[src/rtl/hazard_sequencer.sv]
// -----------------------------------------------------------------------------
// hazard_sequencer
//
// Pipeline hazard and trap sequencer for a two-stage (DE / MW) RISC-V style
// core. Detects load-use hazards, stalls on slow data memory (with a sticky
// timeout), redirects the PC for taken branches, interrupts and MRET, and
// drains the MW stage before an interrupt is taken.
//
// Ports
//   clk          : clock, all state updates on the rising edge
//   rst_n        : asynchronous active-low reset
//   inst_de      : instruction in the decode/execute stage
//   inst_mw      : instruction in the memory/writeback stage
//   reg_wr_mw    : MW stage writes the register file
//   br_taken     : DE-stage branch/jump resolved taken
//   is_mret      : DE stage holds MRET
//   irq_pending  : interrupt pending (level)
//   irq_enable   : mstatus.MIE
//   mem_ready    : data memory completed the MW access this cycle
//   stall_if     : hold PC and IF/DE register
//   stall_de     : hold DE/MW register
//   flush_de     : replace DE instruction with NOP
//   bubble_mw    : inject NOP into MW next cycle
//   pc_sel       : next PC: 00 PC+4, 01 branch target, 10 mtvec, 11 mepc
//   epc_save     : write DE-stage PC into mepc and clear MIE
//   trap_ack     : interrupt taken (1-cycle pulse)
//   mem_timeout  : sticky memory timeout flag
//   state        : current FSM state (debug)
// -----------------------------------------------------------------------------
module hazard_sequencer (
  input  logic        clk,
  input  logic        rst_n,
  input  logic [31:0] inst_de,
  input  logic [31:0] inst_mw,
  input  logic        reg_wr_mw,
  input  logic        br_taken,
  input  logic        is_mret,
  input  logic        irq_pending,
  input  logic        irq_enable,
  input  logic        mem_ready,
  output logic        stall_if,
  output logic        stall_de,
  output logic        flush_de,
  output logic        bubble_mw,
  output logic [1:0]  pc_sel,
  output logic        epc_save,
  output logic        trap_ack,
  output logic        mem_timeout,
  output logic [2:0]  state
);

  localparam logic [2:0] S_RUN        = 3'd0;
  localparam logic [2:0] S_MEM_WAIT   = 3'd1;
  localparam logic [2:0] S_LD_USE     = 3'd2;
  localparam logic [2:0] S_TRAP_DRAIN = 3'd3;
  localparam logic [2:0] S_TRAP_JUMP  = 3'd4;
  localparam logic [2:0] S_MRET_JUMP  = 3'd5;

  localparam logic [6:0] OP_LOAD   = 7'b0000011;
  localparam logic [6:0] OP_STORE  = 7'b0100011;
  localparam logic [6:0] OP_BRANCH = 7'b1100011;
  localparam logic [6:0] OP_ALU_R  = 7'b0110011;
  localparam logic [6:0] OP_ALU_I  = 7'b0010011;

  localparam logic [1:0] PC_PLUS4  = 2'b00;
  localparam logic [1:0] PC_BRANCH = 2'b01;
  localparam logic [1:0] PC_MTVEC  = 2'b10;
  localparam logic [1:0] PC_MEPC   = 2'b11;

  // Last counter value before the increment that reaches 15.
  localparam logic [3:0] WAIT_LAST = 4'd14;

  logic [2:0] state_q, state_d;
  logic [3:0] wait_cnt_q, wait_cnt_d;
  logic       mem_timeout_q, mem_timeout_d;

  // Instruction field decode.
  logic [6:0] op_de, op_mw;
  logic [4:0] rs1_de, rs2_de, rd_mw;
  logic       uses_rs1, uses_rs2;
  logic       load_use, mem_busy, irq_take;

  // Fields of the instruction words this block never looks at.
  logic unused_inst_bits;
  assign unused_inst_bits = ^{inst_de[31:25], inst_de[14:7], inst_mw[31:12]};

  assign op_de  = inst_de[6:0];
  assign rs1_de = inst_de[19:15];
  assign rs2_de = inst_de[24:20];
  assign op_mw  = inst_mw[6:0];
  assign rd_mw  = inst_mw[11:7];

  assign uses_rs1 = (op_de == OP_ALU_R) || (op_de == OP_ALU_I) || (op_de == OP_LOAD) ||
                    (op_de == OP_STORE) || (op_de == OP_BRANCH);
  assign uses_rs2 = (op_de == OP_ALU_R) || (op_de == OP_STORE) || (op_de == OP_BRANCH);

  // x0 is never a real dependency, so a load targeting it cannot cause a hazard.
  assign load_use = (op_mw == OP_LOAD) && reg_wr_mw && (rd_mw != 5'd0) &&
                    ((uses_rs1 && (rs1_de == rd_mw)) || (uses_rs2 && (rs2_de == rd_mw)));

  assign mem_busy = ((op_mw == OP_LOAD) || (op_mw == OP_STORE)) && !mem_ready;
  assign irq_take = irq_pending && irq_enable;

  logic       stall_if_c, stall_de_c, flush_de_c, bubble_mw_c;
  logic       epc_save_c, trap_ack_c;
  logic [1:0] pc_sel_c;

  always_comb begin
    // NOTE: every signal assigned in this block gets a default first, so no
    // path through the case statement leaves one unassigned (no latches).
    state_d       = state_q;
    wait_cnt_d    = wait_cnt_q;
    mem_timeout_d = mem_timeout_q;
    stall_if_c    = 1'b0;
    stall_de_c    = 1'b0;
    flush_de_c    = 1'b0;
    bubble_mw_c   = 1'b0;
    pc_sel_c      = PC_PLUS4;
    epc_save_c    = 1'b0;
    trap_ack_c    = 1'b0;

    unique case (state_q)
      S_RUN: begin
        wait_cnt_d = 4'd0;
        // The branch redirect is qualified only by the higher-priority events
        // that do not depend on mem_ready, keeping mem_ready off the pc_sel
        // cone. A branch resolved while MW stalls is still taken this cycle.
        if (br_taken && !irq_take && !is_mret) begin
          flush_de_c = 1'b1;
          pc_sel_c   = PC_BRANCH;
        end
        if (irq_take)      state_d = S_TRAP_DRAIN;
        else if (mem_busy) state_d = S_MEM_WAIT;
        else if (is_mret)  state_d = S_MRET_JUMP;
        else if (br_taken) state_d = S_RUN;
        else if (load_use) state_d = S_LD_USE;
      end
      S_MEM_WAIT: begin
        stall_if_c = 1'b1;
        stall_de_c = 1'b1;
        if (mem_ready) begin
          state_d    = S_RUN;
          wait_cnt_d = 4'd0;
        end else if (wait_cnt_q == WAIT_LAST) begin
          // Counter would reach 15: give up on the access and flag it.
          state_d       = S_RUN;
          wait_cnt_d    = 4'd0;
          mem_timeout_d = 1'b1;
        end else begin
          wait_cnt_d = wait_cnt_q + 4'd1;
        end
      end
      S_LD_USE: begin
        stall_if_c  = 1'b1;
        stall_de_c  = 1'b1;
        bubble_mw_c = 1'b1;
        state_d     = S_RUN;
      end
      S_TRAP_DRAIN: begin
        // Let the MW instruction retire before the trap redirects fetch.
        stall_if_c = 1'b1;
        state_d    = S_TRAP_JUMP;
      end
      S_TRAP_JUMP: begin
        pc_sel_c   = PC_MTVEC;
        epc_save_c = 1'b1;
        trap_ack_c = 1'b1;
        flush_de_c = 1'b1;
        state_d    = S_RUN;
      end
      S_MRET_JUMP: begin
        pc_sel_c   = PC_MEPC;
        flush_de_c = 1'b1;
        state_d    = S_RUN;
      end
      default: begin
        state_d    = S_RUN;
        wait_cnt_d = 4'd0;
      end
    endcase
  end

  always_ff @(posedge clk or negedge rst_n) begin
    if (!rst_n) begin
      state_q       <= S_RUN;
      wait_cnt_q    <= 4'd0;
      mem_timeout_q <= 1'b0;
    end else begin
      // NOTE: sequential state uses non-blocking assignments so every flop
      // samples the pre-edge values regardless of statement order.
      state_q       <= state_d;
      wait_cnt_q    <= wait_cnt_d;
      mem_timeout_q <= mem_timeout_d;
    end
  end

  // Outputs are gated by rst_n so they read 0 during reset even though the
  // RUN-state branch redirect is combinational from br_taken.
  assign stall_if    = rst_n & stall_if_c;
  assign stall_de    = rst_n & stall_de_c;
  assign flush_de    = rst_n & flush_de_c;
  assign bubble_mw   = rst_n & bubble_mw_c;
  assign pc_sel      = rst_n ? pc_sel_c : PC_PLUS4;
  assign epc_save    = rst_n & epc_save_c;
  assign trap_ack    = rst_n & trap_ack_c;
  assign mem_timeout = rst_n & mem_timeout_q;
  assign state       = rst_n ? state_q : S_RUN;

endmodule

[config.mk]
export PLATFORM = sky130hd
export DESIGN_NAME = hazard_sequencer
export DESIGN_NICKNAME = d
export VERILOG_FILES = /design/src/rtl/hazard_sequencer.sv
export SDC_FILE = /design/constraint.sdc
export NUM_CORES = 1
export LEC_CHECK = 0
export ABC_AREA = 1
export CORE_UTILIZATION = 29
export DETAILED_ROUTE_END_ITERATION = 12
export GPL_TIMING_DRIVEN = 0
export PLACE_DENSITY = 0.87
export REMOVE_ABC_BUFFERS = 1
export SLEW_MARGIN = 10
export SYNTH_ARGS = -nofsm -noshare
export SYNTH_HDL_FRONTEND = slang
export SYNTH_SLANG_ARGS = --single-unit
[constraint.sdc]
create_clock -name clk -period 1.85 [get_ports clk]
set_clock_uncertainty 0.1 [all_clocks]
set_input_delay 0.2775 -clock clk [delete_from_list [all_inputs] [get_ports clk]]
set_output_delay 0.2775 -clock clk [all_outputs]
set_load 0.1 [all_outputs]
-- Word level (Yosys, flattened, before mapping)
Cells that the tools add are included.
- $add $sub $neg: 1
- $mul: 0
- divide/modulo/power cells: 0
- $lt $le $gt $ge: 0
- equality and inequality tests: 17
- shifts and indexed selects: 0
- muxes and demuxes: 21
- bitwise gates (word level): 7
- reductions and logical operators: 28
- operators with widths (cell ; count):
    3-bit 2-to-1 mux ; 8
    7-bit by 6-bit == test with 1-bit output, second input constant ; 3
    7-bit by 2-bit == test with 1-bit output, second input constant ; 2
    5-bit == test ; 2
    1-bit logical AND ; 9
    3-bit case mux with 3 select lines ; 1
    1-bit logical OR ; 8
    4-bit 2-to-1 mux ; 2
    4-bit case mux with 2 select lines ; 1
    7-bit by 5-bit == test with 1-bit output, second input constant ; 1
    7-bit == test, second input constant ; 1
    1-bit AND ; 6
    3-bit by 2-bit == test with 1-bit output, second input constant ; 2
    3-bit == test, second input constant ; 2
    1-bit 2-to-1 mux ; 6
    6-bit != test, second input constant ; 1
    2-bit case mux with 3 select lines ; 1
    5-bit nonzero test ; 1
    4-bit by 1-bit adder with 4-bit output, second input constant ; 1
    4-bit == test, second input constant ; 1
    2-bit OR reduction ; 2
    4-bit OR reduction ; 1
    3-bit by 1-bit == test with 1-bit output, second input constant ; 1
    1-bit logical NOT ; 3
    8 further kinds ; 8
- register bits after elaboration: 8
- latch bits: 0
- RAM bits: 0
- bits in read-only memories: 0
- output and inout port bits: 12
- memories: 0

-- Depth between registers and ports, before layout
Gate-level depths: netlist (run 1).
- depth after elaboration: 14
- depth in mapped cells: 10
- gate-level depth less buffers: 10

-- Worst setup path after synthesis (run 1)
OpenSTA, ideal clock, no wires.
- path kind: register -> output
- start: register state_q[2]
- end: output stall_de
- data arrival time: 4951 ps
- setup slack: -3479 ps
- cell stages (with the launch flop): 4
- path through: dfrtp_1 -> buf_4 -> nor3_1 -> a21boi_0
- word-level cells in the longest chain between the ends: 4
- RTL lines (item ; RTL line ; source):
    start, declared ; 73 ; logic [2:0] state_q, state_d;
    start signal, assigned ; 191 ; state_q <= state_d;
    3-bit by 1-bit == test with 1-bit output / 3-bit by 2-bit == test with 1-bit output (equally long branches) ; 122 ; unique case (state_q)
    2-bit OR reduction (no source line) (*) ; - ;
    1-bit 2-to-1 mux (*) ; 122 ;
    1-bit AND (*) ; 200 ; assign stall_de = rst_n & stall_de_c;
    end, declared ; 42 ; output logic stall_de,
Mark *: on every way between the ends. The rest lies on a longest branch, timed or not.

-- Worst setup path in the final report (run 1)
- start: register state_q[1]
- end: output pc_sel[0]
- word-level cells in the longest chain between the ends: 3
- RTL lines (item ; RTL line ; source):
    3-bit == test / 3-bit logical NOT (equally long branches) ; 122 ;
    2-bit case mux with 3 select lines (*) ; 122 ;
    2-bit 2-to-1 mux (*) ; 203 ; assign pc_sel = rst_n ? pc_sel_c : PC_PLUS4;
    end, declared ; 45 ; output logic [1:0] pc_sel,
Marked as above.

==> flow_summary_export.csv, run 1 <==
group,metric,value,unit
status,status,"finished with violations",
status,failed_checks,"setup timing",
drt,dr_wl_met3,110,um
logic_synthesis,synth.distinct_cells,27,
sta,fin_crit_sh,102.4,%
finish,fin_nets,274,
finish,multi_input_area,524.3,um2
power_and_ir_drop,switching_share,55.97,%
critical_path,critPathTopFamily,"flip-flops",
drt,wl_per_cell,9.873,um
finish,antenna_cells,0,
drt,antenna_left,0,
logic_synthesis,synth_enable_flop_cells,0,
logic_synthesis,synth_top_family_by_area,"simple AND/OR/NAND/NOR gates",
sta,max-slew-margin-rel,63.54,%
critical_path,r2r_cells,10,
drt,dr.pass1.iters,4,
die,initial_core_util,31.79,%
finish,fillCellCount,252,
drt,via_per_inst,4.447,
logic_synthesis,synth_mux_area_share,1.216,%
finish,drive_gt1_share,20.20,%
critical_path,worst-path-stages,6,
placement,dp_hpwl,1.575,mm
die,die_h,55.28,um
logic_synthesis,synth-main-ff-cell,"dfrtp_1",
critical_path,arrival,1520,ps
global_routing,grt_pass1_vias,946,
sta,fin_tns_setup,-72.89,ps
die,core,2590,um2
sta,rsz0062_at_grt,"true",
clock_tree,cts_buffers,3,
placement,place_ws,-1382,ps
drt,drc,0,
clock_tree,clk_pin_slew,60,ps
logic_synthesis,synth-xor-area-share,3.040,%
global_routing,grt_use_total,15.25,%
drt,drt_iter0_drc,39,
global_routing,grt_overflow_total,0,
global_routing,grt_max_degree,9,
min_path,hold_depth,1,
drt,wirelength,2.251,mm
sta,setup_viol,2,
min_path,hp-class,"reg2reg",
clock_tree,cts.sinks,8,
global_routing,grt_pass1_wl,3.829,mm
critical_path,critPathMaxStageDelay,440,ps
finish,layout_commonest_cell,"nand2_1",
critical_path,path_buf_inv,2,
logic_synthesis,yosys.area_share.simple,42.25,%
critical_path,slowest_stage,"dfrtp_2",
drt,via_count,1014,
critical_path,critPathRequiredTime,1470,ps
logic_synthesis,synth-seq-area-share,24.32,%
sta,fmax,527.9,MHz
sta,hold_violations,0,
logic_synthesis,synthAdderAreaFrac,3.040,%
finish,final_cell_mix,"nand2_1, clkdlybuf4s50_1, inv_1, nor2_1, buf_4",
run,max_cap_viol_count,0,
critical_path,crit_fanout,3,
critical_path,critical_path_class,"reg2out",
sta,layout_min_cycle_time,1894,ps
power_and_ir_drop,power_density,1180,nW/um2
placement,portBuffers,48,
power_and_ir_drop,p_total,1.703,mW
placement,place_inst,216,
finish,syn_to_final_growth,75.23,%
critical_path,crit_chain,"nor2_4 -> inv_2 -> nor2_4 -> a41oi_2 -> nor2_1 -> buf_6",
critical_path,cpMostUsedCell,"nor2_4",
finish,final_cell_count_no_fill,228,
logic_synthesis,synth_compound_area_share,9.271,%
finish,final_area,1443,um2
clock_tree,worstSkewPairLatency,250,ps
power_and_ir_drop,p_int,0.7497,mW
power_and_ir_drop,switchingPower,0.9529,mW
drt,dr_wl_met2,1.271,mm
die,num_rows,18,
logic_synthesis,yosys_warnings,0,
drt,wl_met1,863,um
critical_path,start_kind,"register",
clock_tree,cts.root.buffer_cell,"clkbuf_4",
logic_synthesis,ys_seq_elements,8,
placement,gp_congestion,0.7924,
critical_path,end_kind,"primary output",
sta,worst_slack,-44.45,ps
placement,dpl_cell_area,1315,um2
logic_synthesis,async_reset_ff_share,100.0,%
clock_tree,htree_num_levels,1,
sta,max_slew.worst_pin.slew,549.5,ps
power_and_ir_drop,clkPwrFrac,7.7,%
drt,routed.top_layer,"met4",
logic_synthesis,synthCells,141,
power_and_ir_drop,p_seq_share,17.7,%
die,dieArea,3056,um2
logic_synthesis,avgSynthCellArea,5.839,um2
power_and_ir_drop,p_leak,0.7589,nW
global_routing,antenna_found_initial,0,
clock_tree,cts_tree,"built",
power_and_ir_drop,p_comb_share,74.6,%
die,die_w,55.28,um
clock_tree,clock_path_buffers,2,
sta,maxSlewViolCount,0,
power_and_ir_drop,max-vdd-ir-drop,1.300,mV
finish,seq_area,203.9,um2
die,pin_count,84,
logic_synthesis,netlist_area,823.3,um2
-- layer usage --
| layer | up-vias | global-route usage (%) |
|---|---|---|
| met5 | - | 0 |
| met4 | 0 | 4.286 |
| met3 | 2 | 2.810 |
| met2 | 37 | 30.29 |
| met1 | 434 | 15.97 |
| li1 | 541 | - |
-- cell usage after synthesis, types with 2 or more instances --
| cell | count | area share, % |
|---|---|---|
| nand2_1 | 49 | 22 |
| inv_1 | 28 | 13 |
| nor2_1 | 19 | 8.7 |
| dfrtp_1 | 8 | 24 |
| nand3_1 | 6 | 3.6 |
| a21oi_1 | 2 | 1.2 |
| buf_4 | 2 | 1.8 |
| ha_1 | 2 | 3.0 |
| inv_2 | 2 | 0.91 |
| nor2_2 | 2 | 1.5 |
| nor3_1 | 2 | 1.2 |
| o21ai_0 | 2 | 1.2 |
| o21ai_1 | 2 | 1.2 |
| o22ai_1 | 2 | 1.5 |
-- what timing repair did --
action	in CTS	in global routing
gates resized for setup	78	18
setup buffers	6	2
pin swaps	4	1
hold endpoints to repair	8	0
endpoints found under the setup margin	12	9
hold buffers	1	0
-- path summary, 6_finish.rpt --
path | start | to | slack, ps
worst max register to register | state_q[1] | state_q[1] | 360
worst min register to register | mem_timeout_q | mem_timeout_q | 380
worst max-delay path | state_q[1] | pc_sel[0] | -40
max in group asynchronous | rst_n | state_q[2] | 910
min in group asynchronous | rst_n | mem_timeout_q | 440
worst min-delay path | mem_timeout_q | mem_timeout_q | 380
-- layout make-up --
type	count	share of cell area, %
repair buffers	57	37.38
multi-input cells	100	36.34
flip-flops and latches	8	14.14
inverters	30	7.979
well taps	30	2.602
clock buffers	3	1.561
-- flip-flops by register name, indices dropped and copies added, names as in the netlist --
| signal | cells |
|---|---|
| wait_cnt_q | 4 |
| state_q | 3 |
| mem_timeout_q | 1 |
-- per-stage QoR --
stage | hold WS (ps) | utilization (%)
floorplan | -118.1 | -
global placement | 365.3 | 50.77
detailed placement | 364.7 | 50.77
CTS | 380.8 | 53.91
global route | 435.1 | 55.70
finish | 377.1 | 55.70
-- power groups by stage --
stage / clock [mW] / combinational [mW] / sequential [mW]
final: 0.130 / 1.27 / 0.302
after global routing: 0.149 / 1.36 / 0.305
after CTS: 0.136 / 1.14 / 0.294
after detailed placement: 0 / 1.01 / 0.299
after global placement: 0 / 1.01 / 0.298
after floorplan: 0 / 0.773 / 0.284
-- cell families after synthesis --
| family | Yosys count |
|---|---|
| flops | 8 |
| buf+inv | 33 |
| xor+xnor | 2 |
| mux | 1 |
| compound gates | 12 |
| simple gates | 83 |
| fa+ha+maj | 2 |
No activity file was read; power rests on OpenSTA's default activity.
==> inputs of run 2 (changes only) <==
--- a/config.mk
+++ b/config.mk
@@ -6,6 +6,7 @@
 export NUM_CORES = 1
 export LEC_CHECK = 0
 export ABC_AREA = 1
+export CORE_MARGIN = 2
 export CORE_UTILIZATION = 29
 export DETAILED_ROUTE_END_ITERATION = 12
 export GPL_TIMING_DRIVEN = 0
==> run 2 against run 1 <==
Net effect:
- power down 3.1%
- flip-flop and latch count unchanged
- first-iteration DRC count is 69% lower
- hold slack lost 3.7 ps
- the flow still finishes with violations (setup timing)
- largest power group unchanged
- critical endpoint unchanged
==> flow_summary_export.csv, run 2 (synthesized netlist as in run 1, its figures left out) <==
group,metric,value,unit
status,status,"finished with violations",
status,failed_checks,"setup timing",
clock_tree,htree_num_levels,1,
power_and_ir_drop,p_leak,0.7482,nW
global_routing,grt_pass1_wl,3.781,mm
min_path,holdPathEnd,"mem_timeout_q",
drt,drt_iter0_drc,12,
sta,fmax,535.9,MHz
global_routing,grt_use_total,14.37,%
die,initial_core_util,30.11,%
drt,via_count,1014,
min_path,hold_depth,1,
global_routing,grt_max_degree,9,
placement,portBuffers,48,
power_and_ir_drop,max-vdd-ir-drop,0.9953,mV
critical_path,timing.reg2reg.setup_slack,340,ps
placement,gp_congestion,0.7834,
global_routing,grt_overflow_total,0,
critical_path,crit_chain,"nor2_4 -> inv_2 -> nor2_4 -> a41oi_2 -> nor2_1 -> buf_6",
finish,layout_commonest_cell,"nand2_1",
finish,fin_nets,273,
clock_tree,cts_buffers,3,
critical_path,path_buf_inv,2,
critical_path,arrival,1490,ps
min_path,hp-class,"reg2reg",
finish,antenna_cells,0,
sta,fin_tns_setup,-22.13,ps
finish,top_regs,"wait_cnt_q x4, state_q x3, mem_timeout_q x1",
sta,max-slew-margin-rel,64.07,%
drt,dr.pass1.iters,4,
finish,largest_reg_flops,4,
critical_path,r2r_cells,6,
global_routing,grt_pass1_vias,983,
drt,drc,0,
drt,wirelength,2.168,mm
sta,max_slew.worst_pin.slew,541.5,ps
sta,fin_crit_sh,100.9,%
finish,final_cell_mix,"nand2_1, clkdlybuf4s50_1, inv_1, nor2_1, buf_4",
critical_path,start_kind,"register",
finish,syn_to_final_growth,73.56,%
sta,setup_viol,3,
finish,largest-register,"wait_cnt_q",
critical_path,cpMostUsedCell,"nor2_4",
die,core,2734,um2
critical_path,critPathTopFamily,"flip-flops",
clock_tree,clk_pin_slew,50,ps
sta,layout_min_cycle_time,1866,ps
drt,via_per_inst,4.447,
clock_tree,cts.root.buffer_cell,"clkbuf_4",
critical_path,slowest_stage,"dfrtp_2",
placement,dp_hpwl,1.674,mm
critical_path,critPathMaxStageDelay,430,ps
critical_path,crit_fanout,3,
sta,worst_slack,-15.89,ps
power_and_ir_drop,power_density,1155,nW/um2
critical_path,reg2reg_to,"wait_cnt_q[3]",
run,max_cap_viol_count,0,
sta,hold_violations,0,
clock_tree,worstSkewPairLatency,250,ps
die,dieArea,3281,um2
critical_path,critical_path_class,"reg2out",
critical_path,critPathRequiredTime,1470,ps
finish,fin_util,52.27,%
die,num_rows,19,
finish,drive_gt1_share,19.80,%
critical_path,r2r_start,"state_q[1]",
clock_tree,clock_path_buffers,2,
die,die_w,57.28,um
drt,antenna_left,0,
sta,rsz0062_at_grt,"true",
critical_path,end_kind,"primary output",
global_routing,antenna_found_initial,0,
clock_tree,cts_tree,"built",
die,die_h,57.28,um
die,pin_count,84,
drt,wl_per_cell,9.509,um
clock_tree,cts.sinks,8,
min_path,min_from,"mem_timeout_q",
sta,maxSlewViolCount,0,
placement,place_ws,-1393,ps
-- run 2: timing repair --
item | 4_1_cts | 5_1_grt
endpoints found under the setup margin | 12 | 7
hold buffers | 1 | 0
gates resized for setup | 78 | 7
hold endpoints to repair | 8 | 0
setup buffers | 5 | 2
pin swaps | 3 | 6
-- run 2: per-layer routing --
| layer | track usage, % | vias up | share of wire (%) |
|---|---|---|---|
| met4 | 7.973 | 0 | 1.4 |
| met3 | 1.814 | 4 | 5.1 |
| met2 | 28.08 | 34 | 56 |
| li1 | - | 539 | - |
| met5 | 0 | - | 0 |
| met1 | 14.39 | 437 | 37 |
-- run 2: worst max-delay path by stage --
stage,startpoint,end,slack [ps],cells past startpoint
2_1_floorplan,state_q[2],stall_de,-3480,2
4_1_cts,state_q[2],stall_de,-20,3
5_1_grt,state_q[2],trap_ack,-80,3
3_3_place_gp,rst_n,stall_de,-1370,5
6_report,state_q[0],pc_sel[0],-20,6
3_5_place_dp,rst_n,stall_de,-1390,5
-- run 2: power by group --
group	leakage, nW	switching (mW)	internal, mW
clock network	0.0138	0.0568	0.0741
registers	0.104	0.0691	0.221
logic	0.631	0.796	0.433
total	0.748	0.922	0.728
-- run 2: metrics by stage --
stage	cell area [um2]	instances	hold WS [ps]	power [mW]
floorplan	797.0	138	-118.1	1.057
global placement	1316	217	362.1	1.308
detailed placement	1316	217	362.8	1.318
CTS	1394	226	377.6	1.574
global route	1429	228	399.3	1.749
finish	1429	228	373.4	1.650
-- run 2: final cells by class --
cell class,count,area [um2]
fillers,270,1305
repair buffers,56,534.3
multi-input cells,100,514.2
flip-flops and latches,8,203.9
inverters,30,115.1
well taps,31,38.79
clock buffers,3,22.52
